$ cat config.mk
export PLATFORM = sky130hd
export DESIGN_NAME = recep_cmd_parser_flat
export DESIGN_NICKNAME = d
export VERILOG_FILES = /design/src/rtl/recep_pkg.sv /design/src/rtl/recep_cmd_parser_if.sv /design/src/rtl/recep_cmd_parser_digit_dec.sv /design/src/rtl/recep_cmd_parser.sv /design/src/flat_wrapper.sv
export SDC_FILE = /design/constraint.sdc
export NUM_CORES = 1
export LEC_CHECK = 0
export ABC_CLOCK_PERIOD_IN_PS = 7400
export CORE_ASPECT_RATIO = 0.5
export CORE_UTILIZATION = 60
export DETAILED_ROUTE_END_ITERATION = 10
export GPL_ROUTABILITY_DRIVEN = 1
export PLACE_DENSITY = 0.84
export SYNTH_ARGS = -nofsm -noshare
export SYNTH_HDL_FRONTEND = slang
export SYNTH_SLANG_ARGS = --single-unit
$ cat constraint.sdc
create_clock -name i_clk -period 7.4 [get_ports i_clk]
set_clock_uncertainty 0.2 [all_clocks]
set_input_delay 1.48 -clock i_clk [delete_from_list [all_inputs] [get_ports i_clk]]
set_output_delay 1.48 -clock i_clk [all_outputs]
set_load 0.01 [all_outputs]
$ cat src/rtl/recep_pkg.sv
// Shared definitions for the receptor command parser: PS/2 scan codes,
// parser state encoding and the digit scan-code table.
package recep_pkg;

    // Command and control scan codes
    localparam logic [7:0] SC_I     = 8'h43;
    localparam logic [7:0] SC_ENTER = 8'h5A;
    localparam logic [7:0] SC_RESET = 8'h2D;
    localparam logic [7:0] SC_H     = 8'h33;
    localparam logic [7:0] SC_A     = 8'h1C;
    localparam logic [7:0] SC_P     = 8'h4D;
    localparam logic [7:0] SC_G     = 8'h34;
    localparam logic [7:0] SC_Y     = 8'h35;
    localparam logic [7:0] SC_N     = 8'h31;
    localparam logic [7:0] SC_BREAK = 8'hF0;
    localparam logic [7:0] SC_EXT   = 8'hE0;

    // Digit scan codes, digit 0 in the least significant byte
    localparam logic [79:0] DIGIT_TBL = {8'h46, 8'h3E, 8'h3D, 8'h36, 8'h2E,
                                         8'h25, 8'h26, 8'h1E, 8'h16, 8'h45};

    typedef enum logic [2:0] {
        ST_IDLE  = 3'd0,
        ST_ARMED = 3'd1,
        ST_CHSEL = 3'd2,
        ST_DIGIT = 3'd3,
        ST_HAZ   = 3'd4,
        ST_GAS   = 3'd5
    } state_t;

    // Scan code of decimal digit d (d in 0..9)
    function automatic logic [7:0] digit_code(input logic [3:0] d);
        return DIGIT_TBL[int'(d) * 8 +: 8];
    endfunction

endpackage

$ cat src/rtl/recep_cmd_parser_if.sv
// Scan-code stream from the PS/2 receiver into the command parser.
interface recep_cmd_parser_if;
    logic       rx_valid;
    logic [7:0] rx_code;

    modport master (output rx_valid, output rx_code);
    modport slave  (input  rx_valid, input  rx_code);
endinterface

$ cat src/rtl/recep_cmd_parser_digit_dec.sv
// Combinational decoder from PS/2 scan code to a BCD digit.
module ps2_digit_dec
    import recep_pkg::*;
(
    input  logic [7:0] i_code,
    output logic       o_is_digit,
    output logic [3:0] o_bcd
);

    // Compare the code against each digit entry; at most one can match
    always_comb begin
        o_is_digit = 1'b0;
        o_bcd      = 4'd0;
        for (int i = 0; i < 10; i++) begin
            o_is_digit = o_is_digit | (i_code == digit_code(4'(i)));
            o_bcd      = (i_code == digit_code(4'(i))) ? 4'(i) : o_bcd;
        end
    end

endmodule

$ cat src/rtl/recep_cmd_parser.sv
// PS/2 command parser: interprets typed sequences that set channel
// temperatures (BCD), hazard level flags and the gas flag, with a
// break-code skip and an inactivity timeout back to idle.
module recep_cmd_parser
    import recep_pkg::*;
#(
    parameter int NCH     = 2,
    parameter int NDIG    = 2,
    parameter int TMO_CYC = 50_000_000
) (
    input  logic                     i_clk,
    input  logic                     i_rst,
    recep_cmd_parser_if.slave        rx,
    output logic [NCH*NDIG*4-1:0]    o_temp_bcd,
    output logic [NCH-1:0]           o_temp_upd,
    output logic                     o_alerta,
    output logic                     o_peligro,
    output logic                     o_gas,
    output logic                     o_greset,
    output logic                     o_err,
    output logic                     o_busy
);

    localparam int SW       = NDIG * 4;
    localparam int TW       = NCH * SW;
    localparam int CH_W     = (NCH > 1) ? $clog2(NCH) : 1;
    localparam int DC_W     = $clog2(NDIG + 1);
    localparam int TMO_W    = $clog2(TMO_CYC);
    localparam logic [DC_W-1:0]  DC_LAST  = DC_W'(NDIG - 1);
    localparam logic [TMO_W-1:0] TMO_LAST = TMO_W'(TMO_CYC - 1);

    state_t            r_state;
    logic              r_skip;
    logic [CH_W-1:0]   r_ch;
    logic [DC_W-1:0]   r_dcnt;
    logic [SW-1:0]     r_shadow;
    logic [TW-1:0]     r_temp;
    logic [TMO_W-1:0]  r_tmo;
    logic [NCH-1:0]    r_upd;
    logic              r_alerta;
    logic              r_peligro;
    logic              r_gas;
    logic              r_greset;
    logic              r_err;

    logic              w_is_digit;
    logic [3:0]        w_bcd;
    logic              w_ch_ok;
    logic [SW+3:0]     w_shift;
    logic [SW-1:0]     w_shadow_nx;
    logic [7:0]        w_code;

    assign w_code = rx.rx_code;

    ps2_digit_dec u_dec (
        .i_code     (w_code),
        .o_is_digit (w_is_digit),
        .o_bcd      (w_bcd)
    );

    // New digit enters at the least significant end; oldest digit drops off
    always_comb begin
        w_shift     = {r_shadow, w_bcd};
        w_shadow_nx = w_shift[SW-1:0];
        w_ch_ok     = w_is_digit && (32'(w_bcd) < NCH);
    end

    // Parser state machine, timeout counter, committed values and flags
    always_ff @(posedge i_clk) begin
        if (i_rst) begin
            r_state   <= ST_IDLE;
            r_skip    <= 1'b0;
            r_ch      <= '0;
            r_dcnt    <= '0;
            r_shadow  <= '0;
            r_temp    <= '0;
            r_tmo     <= '0;
            r_upd     <= '0;
            r_alerta  <= 1'b0;
            r_peligro <= 1'b0;
            r_gas     <= 1'b0;
            r_greset  <= 1'b0;
            r_err     <= 1'b0;
        end else begin
            r_upd    <= '0;
            r_greset <= 1'b0;
            r_err    <= 1'b0;
            if (rx.rx_valid) begin
                r_tmo <= '0;
                if (r_skip) begin
                    r_skip <= 1'b0;
                end else if (w_code == SC_BREAK) begin
                    r_skip <= 1'b1;
                end else if (w_code == SC_EXT) begin
                    r_skip <= 1'b0;
                end else if (w_code == SC_I) begin
                    r_state <= ST_ARMED;
                end else begin
                    case (r_state)
                        ST_ARMED: begin
                            case (w_code)
                                SC_ENTER: r_state <= ST_CHSEL;
                                SC_H:     r_state <= ST_HAZ;
                                SC_G:     r_state <= ST_GAS;
                                SC_RESET: begin
                                    r_greset  <= 1'b1;
                                    r_alerta  <= 1'b0;
                                    r_peligro <= 1'b0;
                                    r_gas     <= 1'b0;
                                    r_state   <= ST_IDLE;
                                end
                                default:  r_state <= ST_ARMED;
                            endcase
                        end
                        ST_CHSEL: begin
                            if (w_ch_ok) begin
                                r_ch     <= w_bcd[CH_W-1:0];
                                r_dcnt   <= '0;
                                r_shadow <= '0;
                                r_state  <= ST_DIGIT;
                            end else begin
                                r_err   <= 1'b1;
                                r_state <= ST_IDLE;
                            end
                        end
                        ST_DIGIT: begin
                            if (w_is_digit) begin
                                r_shadow <= w_shadow_nx;
                                if (r_dcnt == DC_LAST) begin
                                    r_temp[32'(r_ch) * SW +: SW] <= w_shadow_nx;
                                    r_upd   <= NCH'(1) << r_ch;
                                    r_dcnt  <= '0;
                                    r_state <= ST_ARMED;
                                end else begin
                                    r_dcnt <= r_dcnt + DC_W'(1);
                                end
                            end else begin
                                r_err   <= 1'b1;
                                r_state <= ST_IDLE;
                            end
                        end
                        ST_HAZ: begin
                            case (w_code)
                                SC_A: begin
                                    r_alerta  <= 1'b1;
                                    r_peligro <= 1'b0;
                                    r_state   <= ST_ARMED;
                                end
                                SC_P: begin
                                    r_alerta  <= 1'b1;
                                    r_peligro <= 1'b1;
                                    r_state   <= ST_ARMED;
                                end
                                SC_Y, SC_N, SC_G, SC_ENTER: begin
                                    r_err   <= 1'b1;
                                    r_state <= ST_ARMED;
                                end
                                default: r_state <= ST_HAZ;
                            endcase
                        end
                        ST_GAS: begin
                            case (w_code)
                                SC_Y: begin
                                    r_gas   <= 1'b1;
                                    r_state <= ST_ARMED;
                                end
                                SC_N: begin
                                    r_gas   <= 1'b0;
                                    r_state <= ST_ARMED;
                                end
                                default: r_state <= ST_GAS;
                            endcase
                        end
                        default: r_state <= ST_IDLE;
                    endcase
                end
            end else if (r_state != ST_IDLE) begin
                if (r_tmo == TMO_LAST) begin
                    r_err   <= 1'b1;
                    r_state <= ST_IDLE;
                    r_skip  <= 1'b0;
                    r_tmo   <= '0;
                end else begin
                    r_tmo <= r_tmo + TMO_W'(1);
                end
            end else begin
                r_tmo <= '0;
            end
        end
    end

    assign o_temp_bcd = r_temp;
    assign o_temp_upd = r_upd;
    assign o_alerta   = r_alerta;
    assign o_peligro  = r_peligro;
    assign o_gas      = r_gas;
    assign o_greset   = r_greset;
    assign o_err      = r_err;
    assign o_busy     = (r_state != ST_IDLE);

endmodule

$ cat src/flat_wrapper.sv
// flat-port wrapper written by rule: the top's interface ports become plain ports
module recep_cmd_parser_flat import recep_pkg::*;
#(
    parameter int NCH     = 2,
    parameter int NDIG    = 2,
    parameter int TMO_CYC = 50_000_000
)
  (i_clk, i_rst, o_temp_bcd, o_temp_upd, o_alerta, o_peligro, o_gas, o_greset, o_err, o_busy, rx_rx_valid, rx_rx_code);
  recep_cmd_parser_if rx_i ();
  input  logic i_clk;
  input  logic i_rst;
  output logic [NCH*NDIG*4-1:0] o_temp_bcd;
  output logic [NCH-1:0] o_temp_upd;
  output logic o_alerta;
  output logic o_peligro;
  output logic o_gas;
  output logic o_greset;
  output logic o_err;
  output logic o_busy;
  input wire logic [$bits(rx_i.rx_valid)-1:0] rx_rx_valid;
  input wire logic [$bits(rx_i.rx_code)-1:0] rx_rx_code;
  assign rx_i.rx_valid = rx_rx_valid;
  assign rx_i.rx_code = rx_rx_code;
  recep_cmd_parser #(.NCH(NCH), .NDIG(NDIG), .TMO_CYC(TMO_CYC)) u_core (.i_clk(i_clk), .i_rst(i_rst), .rx(rx_i), .o_temp_bcd(o_temp_bcd), .o_temp_upd(o_temp_upd), .o_alerta(o_alerta), .o_peligro(o_peligro), .o_gas(o_gas), .o_greset(o_greset), .o_err(o_err), .o_busy(o_busy));
endmodule
# == Yosys cells after proc, flatten, opt, wreduce, memory -nomap -nowiden ==
# Index checks and enable logic that the tools add are counted.
# classes
addsub,3
n_lt_le_gt_ge,1
n_eq_ne,38
n_shift,3
mux,55
bitwise_logic,19
reduce_logical,22
# op_table
operator,n
8-bit by 6-bit equality test with 1-bit output (second input constant),11
3-bit 2-to-1 mux,15
8-bit by 7-bit equality test with 1-bit output (second input constant),5
8-bit AND reduction,5
4-bit negation with 34-bit output,1
8-bit by 34-bit variable shift with 16-bit output (first input constant),1
8-bit by 34-bit indexed part select with 16-bit output,1
26-bit by 1-bit adder with 26-bit output (second input constant),1
26-bit equality test (second input constant),1
8-bit by 5-bit equality test with 1-bit output (second input constant),3
1-bit 2-to-1 mux,19
16-bit bitwise mux,1
8-bit equality test (second input constant),2
4-bit 2-to-1 mux,4
3-bit one-hot mux with 5 select lines,1
2-bit 2-to-1 mux,6
3-bit one-hot mux with 4 select lines,1
2-bit != test (second input constant),5
1-bit inverter,10
1-bit one-hot mux with 2 select lines,5
2-bit nonzero test,5
1-bit bitwise OR,9
9-bit OR reduction,1
4-bit one-hot mux with 2 select lines,1
other kinds (21),27
# totals
register_bits,60
in_bits,11
elab_cells,154

# == Longest topological paths before layout ==
# logic_depth
ltp_word,19
mapped_depth,8
ltp_nobuf,7

# == Cells and area by module ==
# Synthesis repeated with hierarchy kept, for this count alone.
# hier_totals
cells_unflattened,366
area_unflattened_um2,3253.1
# by_module_without_submodules
mod,n_inst,cells_per_inst,area_per_inst_um2,seq_area_each_um2
recep_cmd_parser,1,334,3029.2,1201.2
ps2_digit_dec,1,32,224.0,0.0

# == Least setup slack after synthesis ==
# Ideal clock, no wire load.
# synth_timing
kind,input to register
startpoint,input rx_rx_code[5]
endpoint,register u_core.r_dcnt[0]
setup_time_ns,0.123
arrival_ns,3.199
path_slack_ns,3.878
cell_stages,7
n_path_buf,1
cell_sequence,buf_2 -> or2_1 -> or4_1 -> nand2_1 -> nor2_1 -> nor2_2 -> mux2_1
# synth_via
elab_chain_len,14
word_cells_on_any_way,39
cone_classes,order compare (1); eq/ne (15); mux (9); bitwise (12); reduce/logical (2)
# synth_rtl
item,line,text
"start, declared",flat_wrapper.sv:21,input wire logic [$bits(rx_i.rx_code)-1:0] rx_rx_code;
8-bit by 5-bit equality test with 1-bit output,"recep_cmd_parser_digit_dec.sv:15, recep_cmd_parser_digit_dec.sv:16",
1-bit 2-to-1 mux,recep_cmd_parser_digit_dec.sv:16,o_bcd = (i_code == digit_code(4'(i))) ? 4'(i) : o_bcd;
2-bit 2-to-1 mux (2 in series),recep_cmd_parser_digit_dec.sv:16,
3-bit 2-to-1 mux (4 in series),recep_cmd_parser_digit_dec.sv:16,
4-bit 2-to-1 mux (2 in series),recep_cmd_parser_digit_dec.sv:16,
4-bit by 2-bit < comparator with 1-bit output,recep_cmd_parser.sv:65,w_ch_ok = w_is_digit && (32'(w_bcd) < NCH);
1-bit logical AND,recep_cmd_parser.sv:65,
2-bit by 1-bit != test with 1-bit output (no source line),n/a,
8-bit AND reduction (no source line) *,n/a,
"end signal, assigned",recep_cmd_parser.sv:135,r_dcnt <= r_dcnt + DC_W'(1);
"end, declared",recep_cmd_parser.sv:35,logic [DC_W-1:0] r_dcnt;
# Every way passes the cells marked *; elsewhere a longest branch is shown, timed or not.
# A chain may end at the register's enable or synchronous reset.

# == Worst setup path in the final report ==
# layout_timing
startpoint,input rx_rx_code[4]
endpoint,register u_core.r_temp[0] (netlist: u_core.o_temp_bcd[0])
# layout_via
elab_chain_len,12
word_cells_on_any_way,37
cone_classes,eq/ne (13); shift (1); mux (10); bitwise (12); reduce/logical (1)
# layout_rtl
item,line,text
8-bit by 5-bit equality test with 1-bit output,"recep_cmd_parser_digit_dec.sv:15, recep_cmd_parser_digit_dec.sv:16",
1-bit 2-to-1 mux,recep_cmd_parser_digit_dec.sv:16,
2-bit 2-to-1 mux (2 in series),recep_cmd_parser_digit_dec.sv:16,
3-bit 2-to-1 mux (4 in series),recep_cmd_parser_digit_dec.sv:16,
4-bit 2-to-1 mux (2 in series),recep_cmd_parser_digit_dec.sv:16,
8-bit by 34-bit indexed part select with 16-bit output,recep_cmd_parser.sv:130,r_temp[32'(r_ch) * SW +: SW] <= w_shadow_nx;
16-bit bitwise mux,recep_cmd_parser.sv:130,
"end signal, assigned by index",recep_cmd_parser.sv:130,
"end, declared",recep_cmd_parser.sv:37,logic [TW-1:0] r_temp;
# Parallel ways exist; a longest one is shown, timed or not.

==> summary.md <==
| Metric | Value |
|---|---|
| Fin nets | `392` |
| Worst Hold Class | `flop to flop` |
| Metal3 WL | `388 µm` |
| Top cell type's share of synthesized area | `38.7%` |
| Seq/Total Area, Yosys | `38.7%` |
| Initial antenna violation count | `0` |
| Outcome | `finished, final reports clean` |
| Cell repeated most along the worst path | `mux2i_1` |
| Sequential share of power | `49.0%` |
| Die height | `52.9 µm` |
| Syn Nets | `368` |
| Worst vdd ir | `0.117 mV` |
| Final setup viols | `0` |
| I/O Buffers | `34` |
| Core area | `4950 µm²` |
| Post-cts gate resize count | `0` |
| Final max-slew violation count | `0` |
| Clk network pwr share | `46.0%` |
| Leak | `1.24 nW` |
| Layout Cells excl Fill | `455` |
| Ys Warns | `0` |
| Internal | `0.000507 W` |
| Top sig layer | `met4` |
| FF+latch count, synth | `60` |
| GP Congestion | `0.924` |
| Mapped Area | `3100 µm²` |
| Comb power frac | `5.0%` |
| Post-DP HPWL | `5080 µm` |
| Sw frac | `23.0%` |
| DR vias | `2,739` |
| WL/cell | `16.0 µm` |
| DR pass1 iterations | `4` |
| DRC viols | `0` |
| CP Launch Type | `input port` |
| Tmin final | `4.17 ns` |
| Hold Buf Count CTS | `0` |
| Final period utilization | `56.4%` |
| Ys async rst share | `0%` |
| Clock buffer count from CTS | `9` |
| Design Power | `0.000659 W` |
| RSZ-0062 raised after global routing | `false` |
| Num Clock Sinks | `60` |
| Top cells by area, synth | `dfxtp_1, nor2_1, mux2i_1, xnor2_1, xor2_1` |
| Pin count of the biggest net entering global routing | `30` |
| Critical-path top delay cell | `clkdlybuf4s50_1` |
| Yosys top cell by area | `dfxtp_1` |
| Die Wd | `104 µm` |
| Post-CTS Setup Inserts | `0` |
| Initial Util | `62.7%` |
| DIE AREA | `5480 µm²` |
| Library cells used by synthesis | `62` |
| CP Data Arrival Time | `4.16 ns` |
| Number of global-route vias before repair | `2,603` |
| Layout cell share with drive strength beyond 1 | `6.49%` |
| Routed WL | `7270 µm` |
| Via/cell ratio | `6.02` |
| Worst-path cell chain | `clkdlybuf4s50_1, xnor2_1, mux2i_1, a21oi_2, a2111oi_4, mux2i_1, nor2_1` |
| Final Hold Fails | `0` |
| Grt ovf | `0` |
| GRT Util Overall | `28.0%` |
| Syn Area/Cell | `8.72 µm²` |
| Root Driver | `clkbuf_8` |
| Crit path kind | `input port to flop` |
| Ports | `35` |
| Commonest cells in the netlist | `nor2_1, dfxtp_1, mux2i_1` |
| Cell with the most instances after synthesis | `nor2_1` |
| Max Root-Sink Buffers | `2` |
| # diodes | `0` |
| Switching power | `0.000152 W` |
| Post-route ant nets | `0` |
| Max Clk Rate | `240 MHz` |
| TritonCTS clock tree | `built` |
| WP data required | `7.39 ns` |
| Most used DFF post-synth | `dfxtp_1` |
| Syn Inst Count | `356` |
| Reg clk slew, reported paths | `0.07 ns` |
| Worst-skew pair later-pin latency | `0.34 ns` |
| Number of synthesized flops with an enable pin | `0` |
| Layout area overhead | `17.4%` |
| Worst relative slew slack | `28.6%` |
| Max cap viols | `0` |
| Placed insts | `439` |
| P per Cell Area | `181 nW/µm²` |
| Wire length on met2 | `3410 µm` |
| FILL cells | `385` |
| Max H-tree Level | `3` |
| FP Rows | `18` |
| Max incr delay on CP | `0.86 ns` |
| First-pass GRT wire length | `12,000 µm` |
| Slew @ Worst Pin | `1.07 ns` |
| Worst-path fanout max | `17` |
| Wl on met1 | `3370 µm` |
| Initial DRC count | `297` |
| CP endpoint kind | `flop` |
| Fin Setup TNS | `0 ns` |
==> final cells by class <==
type                            count  area, µm²  area share (%)
Tap cell                           70       87.6            2.40
Timing Repair Buffer               34        340            9.34
Inverter                            7       26.3           0.721
Clock inverter                      4       47.5            1.30
Sequential cell                    60       1200            33.0
Multi-Input combinational cell    268       1790            49.0
Clock buffer                       12        155            4.26
==> cells by family after synthesis <==
logic type / after synthesis / synth area share [%]
adders and majority gates: 1 / 0.403
muxes: 22 / 7.13
DFF: 60 / 38.7
and+or+nand+nor: 173 / 29.9
xor gates and xnor gates: 26 / 7.34
AOI/OAI and AO/OA: 46 / 12.8
buffers and inverters: 28 / 3.75
==> final timing paths <==
check,cells after the start,slack (ns),start,to
worst max-delay path,7,3.23,rx_rx_code[4],u_core.o_temp_bcd[0]
worst min-delay path,1,0.25,u_core.r_tmo[0],u_core.r_tmo[0]
worst max register to register,5,4.80,u_core.r_tmo[3],u_core.r_tmo[3]
worst min register to register,1,0.25,u_core.r_tmo[0],u_core.r_tmo[0]
==> placed cells by master (no fill, tap or decap), types with 5 or more instances in the layout <==
cell	Yosys	final
a21oi_1	7	7
and3_1	7	7
clkbuf_8	0	11
clkdlybuf4s50_1	0	34
dfxtp_1	60	60
inv_1	7	7
mux2i_1	21	21
nand2_1	18	18
nand2b_1	9	9
nand3_1	15	15
nand3b_1	5	5
nand4_1	8	8
nor2_1	61	61
nor3_1	11	11
xnor2_1	16	16
xor2_1	10	10
==> critical path: cells and delay by family <==
| family | cells | cell delay (ns) |
|---|---|---|
| XOR/XNOR | 1 | 0.20 |
| AND/OR/NAND/NOR | 1 | 0.07 |
| multiplexers | 2 | 0.58 |
| AO/OA/AOI/OAI | 2 | 0.96 |
| buffers and inverters | 1 | 0.86 |
==> routing by layer <==
metal  global-route usage [%]  vias up
met5                        0        -
met4                     9.52        0
met3                     8.00       16
met2                     50.1       90
met1                     33.4     1310
li1                         -     1323
==> power by group through the flow <==
stage          Combinational [W]  Clock [W]  Sequential, W
2_1_floorplan          0.0000225          0       0.000330
3_3_place_gp           0.0000316          0       0.000330
3_5_place_dp           0.0000323          0       0.000330
4_1_cts                0.0000324   0.000309       0.000323
5_1_grt                0.0000359   0.000319       0.000323
6_report               0.0000329   0.000303       0.000323
==> sequential cells by signal (all words and copies together), names as in the netlist <==
| signal | count |
|---|---|
| u_core.r_ch | 1 |
| u_core.o_err | 1 |
| u_core.r_tmo | 26 |
| u_core.o_temp_upd | 2 |
| u_core.r_dcnt | 2 |
| u_core.r_state | 3 |
| u_core.o_gas | 1 |
| u_core.r_skip | 1 |
| u_core.r_shadow | 4 |
| u_core.o_alerta | 1 |
| u_core.o_peligro | 1 |
| u_core.o_temp_bcd | 16 |
| u_core.o_greset | 1 |
==> per-stage QoR <==
| step | setup slack, ns | util (%) | area, µm² | hold slack, ns |
|---|---|---|---|---|
| global route | 3.02 | 73.6 | 3640 | 0.281 |
| floorplan | 3.88 | - | 3100 | 0.213 |
| finish | 3.23 | 73.6 | 3640 | 0.246 |
| global placement | 3.00 | 69.5 | 3440 | 0.225 |
| detailed placement | 2.91 | 69.5 | 3440 | 0.240 |
| CTS | 3.29 | 73.6 | 3640 | 0.249 |
Power figures use the tool's default switching activity.
